## config.mk

```make
export PLATFORM = sky130hd
export DESIGN_NAME = pa_dcache_inv_arb
export DESIGN_NICKNAME = d
export VERILOG_FILES = /design/src/rtl/pa_dcache_inv_arb.sv
export SDC_FILE = /design/constraint.sdc
export NUM_CORES = 1
export LEC_CHECK = 0
export ABC_AREA = 1
export BUFFER_PORTS_ARGS = -buffer_cell sky130_fd_sc_hd__clkbuf_2
export CAP_MARGIN = 20
export CORE_ASPECT_RATIO = 0.7
export CORE_MARGIN = 4
export CORE_UTILIZATION = 40
export CTS_BUF_LIST = sky130_fd_sc_hd__clkbuf_8 sky130_fd_sc_hd__clkbuf_16
export DETAILED_ROUTE_END_ITERATION = 6
export HOLD_SLACK_MARGIN = 0.03
export PLACE_DENSITY = 0.81
export SLEW_MARGIN = 20
export SYNTH_ARGS = -nofsm -noshare
export SYNTH_HDL_FRONTEND = slang
export SYNTH_SLANG_ARGS = --single-unit
export TNS_END_PERCENT = 1
```

## constraint.sdc

```tcl
create_clock -name forever_cpuclk -period 4.4 [get_ports forever_cpuclk]
set_clock_uncertainty 0.15 [all_clocks]
set_input_delay 0.88 -clock forever_cpuclk [delete_from_list [all_inputs] [get_ports forever_cpuclk]]
set_output_delay 0.88 -clock forever_cpuclk [all_outputs]
set_load 0.1 [all_outputs]
```

## src/rtl/pa_dcache_inv_arb.sv

```systemverilog
`default_nettype none
// ============================================================================
// Module   : pa_dcache_inv_arb
// Brief    : Arbitrates dcache tag/dirty array ports between the LSU pipeline
//            and a whole-cache invalidate walk that zeroes every index.
// Revision : 1.0
// ============================================================================
module pa_dcache_inv_arb #(
    parameter int INV_IDX_MAX = 1023
) (
    input  logic        forever_cpuclk,
    input  logic        cpurst,
    input  logic        cp0_lsu_dcache_inv_req,
    output logic        lsu_dcache_inv_busy,
    output logic        lsu_dcache_inv_done,
    input  logic        pipe_req,
    output logic        pipe_gnt,
    input  logic [9:0]  pipe_idx,
    input  logic [1:0]  pipe_tag_wen,
    input  logic [22:0] pipe_tag_din,
    input  logic [2:0]  pipe_dirty_wen,
    input  logic [2:0]  pipe_dirty_din,
    output logic        dcache_tag_cen,
    output logic [1:0]  dcache_tag_wen,
    output logic [22:0] dcache_tag_din,
    output logic [9:0]  dcache_tag_idx,
    output logic        dcache_dirty_cen,
    output logic [2:0]  dcache_dirty_wen,
    output logic [2:0]  dcache_dirty_din,
    output logic [9:0]  dcache_dirty_idx
);

    localparam logic [1:0] c_s_idle  = 2'd0;
    localparam logic [1:0] c_s_inv   = 2'd1;
    localparam logic [1:0] c_s_done  = 2'd2;
    localparam logic [9:0] c_idx_max = 10'(INV_IDX_MAX);

    logic [1:0] r_state;
    logic [9:0] r_inv_cnt;

    // The counter stops at the last index; DONE is entered instead of wrapping.
    always_ff @(posedge forever_cpuclk) begin
        if (cpurst) begin
            r_state   <= c_s_idle;
            r_inv_cnt <= 10'd0;
        end else begin
            case (r_state)
                c_s_idle: begin
                    if (cp0_lsu_dcache_inv_req) begin
                        r_state   <= c_s_inv;
                        r_inv_cnt <= 10'd0;
                    end
                end
                c_s_inv: begin
                    if (r_inv_cnt == c_idx_max) begin
                        r_state <= c_s_done;
                    end else begin
                        r_inv_cnt <= r_inv_cnt + 10'd1;
                    end
                end
                c_s_done: begin
                    r_state <= c_s_idle;
                end
                default: begin
                    r_state <= c_s_idle;
                end
            endcase
        end
    end

    // Array ports idle by default; reset overrides everything combinationally.
    always_comb begin
        pipe_gnt            = 1'b0;
        lsu_dcache_inv_busy = 1'b0;
        lsu_dcache_inv_done = 1'b0;
        dcache_tag_cen      = 1'b1;
        dcache_tag_wen      = 2'b11;
        dcache_tag_din      = 23'd0;
        dcache_tag_idx      = 10'd0;
        dcache_dirty_cen    = 1'b1;
        dcache_dirty_wen    = 3'b111;
        dcache_dirty_din    = 3'd0;
        dcache_dirty_idx    = 10'd0;
        if (!cpurst) begin
            case (r_state)
                c_s_idle: begin
                    pipe_gnt = pipe_req;
                    if (pipe_req) begin
                        dcache_tag_cen   = 1'b0;
                        dcache_tag_wen   = pipe_tag_wen;
                        dcache_tag_din   = pipe_tag_din;
                        dcache_tag_idx   = pipe_idx;
                        dcache_dirty_cen = 1'b0;
                        dcache_dirty_wen = pipe_dirty_wen;
                        dcache_dirty_din = pipe_dirty_din;
                        dcache_dirty_idx = pipe_idx;
                    end
                end
                c_s_inv: begin
                    lsu_dcache_inv_busy = 1'b1;
                    dcache_tag_cen      = 1'b0;
                    dcache_tag_wen      = 2'b00;
                    dcache_tag_idx      = r_inv_cnt;
                    dcache_dirty_cen    = 1'b0;
                    dcache_dirty_wen    = 3'b000;
                    dcache_dirty_idx    = r_inv_cnt;
                end
                c_s_done: begin
                    lsu_dcache_inv_busy = 1'b1;
                    lsu_dcache_inv_done = 1'b1;
                end
                default: begin
                    lsu_dcache_inv_busy = 1'b0;
                end
            endcase
        end
    end

endmodule
`default_nettype wire

```

==> results list <==
- After detailed placement, the design holds a cell count of 374.
- Antenna-violating nets left: 0
* Internal Pwr Total: 0.356 mW
- Proportion of register bits with asynchronous set or reset after synthesis: 0%
- The clock network is responsible for 8.0% of the overall power.
- Total power density per cell area: 702 nW/um2
* Fill cells: 326
- The repair_antennas step left the layout with diodes totalling 0.
- Sorting the synthesized cells by how often they occur yields nand2_1 (55), inv_1 (51), nor2_1 (49), nand3_1 (20), a21oi_1 (19).
- Family of cells with the greatest summed delay on the critical path: buffers and inverters
* Overall track demand over capacity in global routing: 19.2%
- CTS sink cnt: 12
- EDFF count, synth: 0
- During synthesis, Yosys emitted a total of 0 warnings.
* Cell depth of the worst flop-to-flop path: 7
- The number of different library cells used by synthesis comes to 23.
- Worst rel slew slack: 54.9%
* Crit path launch type: register
- For this run, the number of standard cells in the final layout without fillers is 377.
- Synthesis produced a netlist whose cell count is 247.
* Final Net Count: 382
* Syn Std Cell Area: 1370 um2
- Peak supply drop: 0.472 mV
- The detailed router finished its first iteration with 88 violations.
- Total gr overflow: 0
- By area the synthesized netlist is led by dfxtp_1 (18%), nand2_1 (15%), inv_1 (14%).
* Number of I/O port buffers: 100
* Register clock-pin slew on the reported worst setup and hold paths: 0.05 ns
* Library cell occupying the most area in the post-synthesis netlist: dfxtp_1
- Global-route wire length before repair: 6960 um
- Maximum achievable frequency: 292 MHz
* Type of element capturing the critical path: primary output
- Worst slack after detailed placement: 1.18 ns
- Sequential elements use 17.5% of the synthesized area.
- Hold-fix buffers, CTS: 0
* Cell chosen for the clock root: clkbuf_8
- Die height: 57.0 um
- The most common cell in the synthesized netlist is nand2_1.
- The tool flagged a number of max-cap violations equal to 0.
* Most instantiated flip-flop cell in the synthesis netlist: dfxtp_1
- Post-synthesis area per instance: 5.55 um2
- The initial utilization of the core area, before any placement, comes to 42.7%.
* Initial antenna violation count: 0
* Post-Synthesis Net Count: 297
* Least setup slack across all paths after layout: 0.971 ns
- Status: completed
- Type of the most critical hold path: reg -> reg
- CP most frequent cell: nor2_1
* Relative contribution of sequential cells to total power: 11.7%
- At the pin with the least slew margin, the transition time is 0.676 ns.
- CTS tree: yes
- Final period demand of the worst path: 3.43 ns
* Area delta synth->final: 33.6%
* Proportion of netlist area held by the largest area contributor: 17.5%
* Worst path cell trace: inv_1 -> ha_1 -> nand2_1 -> nor2_1 -> inv_2 -> nor2_1 -> clkbuf_2
- Via count of the first global-routing pass: 1,494
* Worst hold path depth: 2
* Total iterations of the first detailed-routing run: 4
- I/O pins: 101
- Setup violations remaining at the end of the flow were counted as 0.
- Count of buffering cells on the critical path with inverters included: 3
* Die width: 78.0 um
* Crit-path max FO: 26
- Number of failing hold endpoints at the final stage: 0
* Clock latency on the worst-skew pair: 0.24 ns
- Of the total power, the share spent switching nets is 72.3%.
- Sum of net half-perimeters after detailed placement: 3630 um
* Arrival time of the worst setup path: 2.40 ns
- CP Class: reg -> out
- Number of synthesized register bits: 12
- For the worst setup path, the data required time is 3.37 ns.
* Total wirelength of the detailed-routed design: 4380 um
* Number of DRC violations after detailed routing: 0
- Placement row count: 17
- The congestion estimate from routability-driven global placement came to 0.839.
* Post-CTS Repair Setup Buffers: 0
- Buffers from clock root to sink, at most: 2
* Clock buffer count from CTS: 3
* Number of vias after detailed routing: 1,633
* Largest net degree at the start of global routing: 27
- Hold is met by 0.381 ns.
- The number of max-slew violations in the final report is 0.
- Drt wl/cell: 11.6 um
- Flop2flop setup slack: 2.18 ns
* Setup repair after global routing missed its margin: false
- Comb power frac: 80.3%
* Period utilisation layout: 77.9%
- Number of cells on the critical path: 7
- Avg Vias per Cell: 4.33
- CTS built an H-tree with a depth of 1.
- On the worst path, the slowest cell contributes a delay of 0.60 ns.
* Library cell contributing the largest single delay on the critical path: ha_1
- In this run the power spent charging and discharging nets is 0.931 mW.
* DIE AREA: 4440 um2
- Of the cells placed in the final design, the portion with a size suffix greater than 1 is 34.5%.
* Post-cts resize count: 0
* Leakage dissipation: 1.19 nW
* Area of the core: 3210 um2
cells by family (layout without fill, tap and decap cells):
logic type	count (synthesis)	count (layout)	share of synthesized area, %
simple gates	133	133	43.1
compound gates	24	24	9.95
flops	12	12	17.5
fa+ha+maj	5	5	4.56
buf+inv	73	156	24.9
cells in the final DEF (no fill, tap or decap), types with 2 or more instances in the layout:
master	Yosys	routed
a21oi_1	19	19
clkbuf_2	0	100
clkbuf_8	1	3
dfxtp_1	12	12
ha_1	5	5
inv_1	51	51
nand2_1	55	55
nand2_4	3	3
nand3_1	20	20
nor2_1	49	49
o21ai_0	3	2
metal layers:
metal	GRT usage, %	wire, um
met1	25.3	2030
met2	33.8	2130
met3	4.10	210
met4	1.75	10
met5	0	0
worst reg2reg max path, stage by stage, from the launching register on:
cell     delay (ns)
dfxtp_1        0.32
inv_1          0.10
ha_1           0.60
nor2_1         0.19
a21oi_4        0.33
nand2_4        0.17
o21ai_0        0.20
nor2_1         0.05
path summary, 6_finish.rpt:
check / startpoint / end
min: r_inv_cnt[1]$_SDFFE_PP0P_ / r_inv_cnt[1]$_SDFFE_PP0P_
max reg2reg: r_state[0]$_SDFFE_PP0P_ / r_inv_cnt[6]$_SDFFE_PP0P_
min reg2reg: r_inv_cnt[1]$_SDFFE_PP0P_ / r_inv_cnt[1]$_SDFFE_PP0P_
max: r_state[0]$_SDFFE_PP0P_ / dcache_tag_din[16]
state kept, by name (all words and copies together), names as in the netlist:
register   count
r_inv_cnt     10
r_state        2
through the flow:
step / util (%) / TNS, ns / power (mW) / instance area (um2)
2_1_floorplan: - / -13.70 / 1.06 / 1370
3_3_place_gp: 55.7 / 0 / 1.17 / 1790
3_5_place_dp: 55.7 / 0 / 1.18 / 1790
4_1_cts: 57.0 / 0 / 1.29 / 1830
5_1_grt: 57.0 / 0 / 1.35 / 1830
6_report: 57.0 / 0 / 1.29 / 1830
power groups by stage:
stage	Sequential [mW]	Combinational [mW]	Clock, mW
2_1_floorplan	0.147	0.911	0
3_3_place_gp	0.151	1.02	0
3_5_place_dp	0.152	1.03	0
4_1_cts	0.150	1.03	0.105
5_1_grt	0.153	1.09	0.109
6_report	0.151	1.03	0.103
cell type report:
class                      count  area [um2]  share of cell area [%]
tap                           47        58.8                    3.21
clock buffer                   3        41.3                    2.25
multi-input combinational    162         790                    43.1
sequential                    12         240                    13.1
timing repair buffer         100         500                    27.3
inverter                      53         201                    11.0
Power figures use the tool's default switching activity.
